$ cat src/rtl/mips_pkg.sv
// Shared definitions for the MIPS register file with scoreboard:
// default geometry, init FSM state encoding and the hardwired-zero index.
package mips_pkg;

    localparam int DEF_DATA_W = 32;
    localparam int DEF_ADDR_W = 5;

    // r0 is hardwired to zero: never stored, never reserved, never busy.
    localparam int REG_ZERO = 0;

    typedef enum logic [0:0] {
        RF_INIT = 1'b0,
        RF_RUN  = 1'b1
    } rf_state_e;

endpackage

$ cat src/rtl/mips_rf_scoreboard.sv
// Per-register busy scoreboard. A reserve marks a register as having a
// pending multi-cycle producer; a write through the write port releases it.
// A same-cycle write to the reserved address counts as a release, so the
// new reserve is accepted and the register ends busy again.
module mips_rf_scoreboard
    import mips_pkg::*;
#(
    parameter int ADDR_W = DEF_ADDR_W
) (
    input  logic                     clk,
    input  logic                     rst_n,
    input  logic                     run_i,
    input  logic                     wr_en_i,
    input  logic [ADDR_W-1:0]        wr_addr_i,
    input  logic                     rsv_en_i,
    input  logic [ADDR_W-1:0]        rsv_addr_i,
    output logic                     rsv_ok_o,
    output logic [(2**ADDR_W)-1:0]   busy_o
);

    localparam int DEPTH = 2 ** ADDR_W;
    localparam logic [ADDR_W-1:0] ZERO_A = ADDR_W'(REG_ZERO);

    logic [DEPTH-1:0] busy_q;
    logic [DEPTH-1:0] busy_d;
    logic             wr_rel;
    logic             eff_busy;

    assign wr_rel   = run_i & wr_en_i & (wr_addr_i != ZERO_A);
    assign eff_busy = busy_q[rsv_addr_i] & ~(wr_rel & (wr_addr_i == rsv_addr_i));
    assign rsv_ok_o = run_i & rsv_en_i & (rsv_addr_i != ZERO_A) & ~eff_busy;
    assign busy_o   = busy_q;

    // Next busy vector: release on write first, then a granted reserve wins.
    always_comb begin
        busy_d = busy_q;
        if (wr_rel) begin
            busy_d[wr_addr_i] = 1'b0;
        end
        if (rsv_ok_o) begin
            busy_d[rsv_addr_i] = 1'b1;
        end
        busy_d[REG_ZERO] = 1'b0;
    end

    // Busy bits clear asynchronously on reset.
    always_ff @(posedge clk or negedge rst_n) begin
        if (!rst_n) begin
            busy_q <= '0;
        end else begin
            busy_q <= busy_d;
        end
    end

endmodule

$ cat src/rtl/mips_regfile_sb.sv
// Parametrised MIPS register file: NUM_RD combinational read ports with
// optional write-to-read bypass, one write port, a busy scoreboard for
// multi-cycle producers, and a post-reset sweep that zeroes every register
// so no preload is needed. The block is inert until the sweep completes.
module mips_regfile_sb
    import mips_pkg::*;
#(
    parameter int DATA_W = DEF_DATA_W,
    parameter int ADDR_W = DEF_ADDR_W,
    parameter int NUM_RD = 2,
    parameter int BYPASS = 1
) (
    input  logic                       clk,
    input  logic                       rst_n,
    input  logic [NUM_RD*ADDR_W-1:0]   rd_addr,
    output logic [NUM_RD*DATA_W-1:0]   rd_data,
    output logic [NUM_RD-1:0]          rd_busy,
    input  logic                       wr_en,
    input  logic [ADDR_W-1:0]          wr_addr,
    input  logic [DATA_W-1:0]          wr_data,
    input  logic                       rsv_en,
    input  logic [ADDR_W-1:0]          rsv_addr,
    output logic                       rsv_ok,
    output logic                       init_done
);

    localparam int DEPTH = 2 ** ADDR_W;
    localparam logic [ADDR_W-1:0] ZERO_A = ADDR_W'(REG_ZERO);
    localparam logic [ADDR_W-1:0] LAST_A = ADDR_W'(DEPTH - 1);
    localparam logic BYP_EN = (BYPASS != 0);

    rf_state_e          state_q;
    rf_state_e          state_d;
    logic [ADDR_W-1:0]  ptr_q;
    logic [ADDR_W-1:0]  ptr_d;
    logic [DATA_W-1:0]  regs_q [DEPTH];
    logic [DEPTH-1:0]   busy;
    logic               run;
    logic               wr_ok;

    assign run       = (state_q == RF_RUN);
    assign init_done = run;
    assign wr_ok     = run & wr_en & (wr_addr != ZERO_A);

    // Sweep sequencing: walk every index once, then hand over to RUN.
    always_comb begin
        state_d = state_q;
        ptr_d   = ptr_q;
        if (state_q == RF_INIT) begin
            ptr_d = ptr_q + 1'b1;
            if (ptr_q == LAST_A) begin
                state_d = RF_RUN;
            end
        end
    end

    // Control state resets asynchronously; a mid-sweep reset restarts at 0.
    always_ff @(posedge clk or negedge rst_n) begin
        if (!rst_n) begin
            state_q <= RF_INIT;
            ptr_q   <= '0;
        end else begin
            state_q <= state_d;
            ptr_q   <= ptr_d;
        end
    end

    // Storage: zeroed by the sweep during INIT, written by the port in RUN.
    always_ff @(posedge clk) begin
        if (!run) begin
            regs_q[ptr_q] <= '0;
        end else if (wr_ok) begin
            regs_q[wr_addr] <= wr_data;
        end
    end

    mips_rf_scoreboard #(
        .ADDR_W (ADDR_W)
    ) u_sb (
        .clk        (clk),
        .rst_n      (rst_n),
        .run_i      (run),
        .wr_en_i    (wr_en),
        .wr_addr_i  (wr_addr),
        .rsv_en_i   (rsv_en),
        .rsv_addr_i (rsv_addr),
        .rsv_ok_o   (rsv_ok),
        .busy_o     (busy)
    );

    for (genvar i = 0; i < NUM_RD; i++) begin : g_rd
        logic [ADDR_W-1:0] ra;
        logic              hit;

        assign ra  = rd_addr[i*ADDR_W +: ADDR_W];
        assign hit = BYP_EN & wr_ok & (wr_addr == ra);

        // Read port: zero register and INIT read as idle zero, bypass beats storage.
        always_comb begin
            rd_data[i*DATA_W +: DATA_W] = '0;
            rd_busy[i]                  = 1'b0;
            if (run && (ra != ZERO_A)) begin
                if (hit) begin
                    rd_data[i*DATA_W +: DATA_W] = wr_data;
                end else begin
                    rd_data[i*DATA_W +: DATA_W] = regs_q[ra];
                    rd_busy[i]                  = busy[ra];
                end
            end
        end
    end

endmodule
$ cat config.mk
export PLATFORM = sky130hd
export DESIGN_NAME = mips_regfile_sb
export DESIGN_NICKNAME = d
export VERILOG_FILES = /design/src/rtl/mips_pkg.sv /design/src/rtl/mips_rf_scoreboard.sv /design/src/rtl/mips_regfile_sb.sv
export SDC_FILE = /design/constraint.sdc
export NUM_CORES = 1
export LEC_CHECK = 0
export BUFFER_PORTS_ARGS = -buffer_cell sky130_fd_sc_hd__buf_4
export CAP_MARGIN = 20
export CORE_ASPECT_RATIO = 0.7
export CORE_MARGIN = 2
export CORE_UTILIZATION = 45
export CTS_BUF_LIST = sky130_fd_sc_hd__clkbuf_8
export CTS_CLUSTER_DIAMETER = 100
export CTS_CLUSTER_SIZE = 10
export DETAILED_ROUTE_END_ITERATION = 8
export PLACE_DENSITY_LB_ADDON = 0.1
export RECOVER_POWER = 50
export SLEW_MARGIN = 25
export SYNTH_ARGS = -nofsm -noshare
export SYNTH_HDL_FRONTEND = slang
export SYNTH_SLANG_ARGS = --single-unit
$ cat constraint.sdc
create_clock -name clk -period 6.7 [get_ports clk]
set_input_delay 2.01 -clock clk [delete_from_list [all_inputs] [get_ports clk]]
set_output_delay 2.01 -clock clk [all_outputs]
set_load 0.005 [all_outputs]
==> metrics.txt <==
run status=complete, but fails checks; violated checks=max-capacitance violations, max-slew violations; CTS Buf Count=116; # IOs=124; gr ovfl total=0; Layout area overhead=10.8%; DR pass1 iterations=6; post-synthesis xor/xnor area fraction=0.310%; Avg Inst Size Synth=17.4 µm²; Synth Net Count=2,970; wire per inst=between 30 and 40 µm; row cnt=a little over 100; MaxCap Viol Count=31; hpwl dp=about 110 mm; Fillers=9,271; core area=roughly 110,000 µm²; Most common cell on crit path=buf_4; Top FF cell, synth=edfxtp_1; highest clock rate=152 MHz; CP max stage cell=buf_4; antenna violations before repair=3; synthesis-stage register bit count=between 1,000 and 1,500; layout cells sized above 1=about 28%; Slew headroom=-58.1%; crit-path cells=buf_6 -> or2_2 -> buf_4 -> o22ai_1 -> a21oi_1 -> a221o_1 -> buf_4; GR Util All Layers=30.3%; final WL=roughly 180 mm; Post-synth top cells=edfxtp_1 (1,024), mux4_2 (407), mux2i_1 (299); leading area contributor after synthesis=edfxtp_1; post-synthesis simple-gate area fraction=between 3 and 4%; CP Capture Type=output pin; I/O Buffers=123; Synth Area in Compound Gates=under 10%; Die Y=285 µm; WP buf/inv=3; CP Launch Type=primary input; hold depth=1; Distinct cells, synth=57; Async SR Flop Fraction=3.49%; vias in the first global route=32,500; Critical Path Fanout Max=26; Final Hold Fails=0; Synth Instances=approximately 2,900; cell depth of the worst flop-to-flop path=4; CP max stage delay=between 0.6 and 0.7 ns; most area-consuming cells after synthesis=edfxtp_1 (61%), mux4_2 (18%), mux2i_1 (5.9%); Final Critical Period=between 6 and 7 ns; Final period util=a little over nine tenths; CTS max path bufs=3; pin count of the biggest net entering global routing=53; setup bufs post-CTS=0; PostCTS Resize Cnt=0; clock sink count=1,061; slew at the pin with the worst max-slew slack=~2.4 ns; CTS tree=done; synthesized area=50,800 µm²; Max Slew Vio Count=699; number of synthesized flops with an enable pin=just over 1,000; starting density of the core=45.2%; synthesized-area fraction occupied by adder cells=less than 1%; global-route wire length before repair=~250 mm; via count=32,600; post-route cell area=about 56,000 µm²; cts hold-fix bufs=0; worst min-delay path class=flip-flop to flip-flop; GPL Wtd Cong=about 0.9; antenna viol nets, final=0; Placed Area=54,600 µm²; final net count=3,125; H-tree depth=3; Critical Path RT=4.69 ns; Worst Skew=0.0275 ns; Pleak=19.8 nW; pwr dens=227 nW/µm²; Yosys warnings=0; setup violators final=0; setup TNS=0 ns; RSZ-0062 raised after global routing=no; Initial DRC Count=around 4,700; root buf cell=clkbuf_8; CP Class=primary input to output pin; Crit. path cell count=7; post-synth top area share=60.5%; via/cell ratio=7.04; Remaining DRCs=0; mux contribution to synthesized area=around a quarter; insertion delay to the later sink of the worst-skew pair=around 0.83 ns; full die area=116,000 µm²; sequential cell area fraction in the yosys report=62.4%; crit path DAT=approximately 4.6 ns; Peak VDD IR=0.000150 V; Die Wd=406 µm; Worst-path clk slew=0.08 ns; combinational family with the most area after synthesis=multiplexers; most frequent cell after synthesis=edfxtp_1; delay-heaviest family, CP=buffers and inverters
where the power goes:
group / switching (mW) / leakage (nW) / internal (mW)
sequential: 0.0275 / 11.1 / 7.32
combinational: 0.948 / 7.69 / 0.568
clock: 2.31 / 1.03 / 1.58
logic make-up (layout without fill, tap and decap cells):
group / after synthesis / count (layout)
muxes: 711 / 711
xor gates and xnor gates: 18 / 18
and+or+nand+nor: 344 / 344
adders and majority gates: 2 / 2
other: 0 / 3
buffers and inverters: 253 / 445
AOI/OAI and AO/OA: 523 / 523
DFF: 1061 / 1061
state kept, by name (all words and copies together), names as in the netlist:
name         flops
init_done        1
ptr_q            5
regs_q        1024
u_sb.busy_o     31
layer usage:
| metal | vias to the layer above | routed length [µm] | global-route usage (%) |
|---|---|---|---|
| li1 | 12700 | - | - |
| met2 | 2089 | 79800 | 45.6 |
| met3 | 358 | 18200 | 7.56 |
| met5 | - | 49 | 0 |
| met4 | 4 | 6120 | 9.15 |
| met1 | 17400 | 71600 | 43.7 |
stage by stage:
step	setup slack (ns)	total power, mW	util (%)	cells	hold slack [ns]
floorplan	1.06	8.33	-	2912	0.491
global placement	0.150	8.98	48.6	4470	0.537
detailed placement	0.173	8.99	48.6	4470	0.531
CTS	0.156	12.8	50.2	4625	0.546
global route	0.0627	13.1	50.1	4627	0.590
finish	0.115	12.8	50.1	4629	0.549
final cells by class:
class                           count  area, µm²  share of cell area, %
Sequential cell                  1061      31700                   56.3
Multi-Input combinational cell   1598      18100                   32.1
Timing Repair Buffer              283       2820                   5.01
Tap cell                         1522       1900                   3.38
Clock buffer                      117       1610                   2.86
Clock inverter                     38        173                  0.307
Inverter                            7       26.3                 0.0467
Antenna cell                        3       7.51                 0.0133
layout by cell type, fill, tap and decap left out, types with 29 or more instances in the layout:
cell type and n:
buf_4 206, nor3_1 102, a21oi_1 98, o21ai_0 57, nand3_1 32, mux4_2 407
o221ai_1 124, and2_0 29, nand2_1 42, edfxtp_1 1024, inv_1 38, o22ai_1 159
clkbuf_8 118, buf_12 57, a221o_1 31, mux2i_1 299, a211o_1 31, nor2_1 45
dfrtp_1 37
path summary, 6_finish.rpt:
| path | end | start | slack (ns) |
|---|---|---|---|
| worst max-delay path | rd_data[4] | rd_addr[2] | 0.12 |
| worst max register to register | regs_q[19][15] | init_done | 0.67 |
| min in group asynchronous | ptr_q[1] | rst_n | 1.83 |
| max in group asynchronous | u_sb.busy_o[4] | rst_n | 3.59 |
| worst min register to register | ptr_q[3] | ptr_q[3] | 0.55 |
| worst min-delay path | ptr_q[3] | ptr_q[3] | 0.55 |
Note: power is estimated with default switching activity, not from simulation.
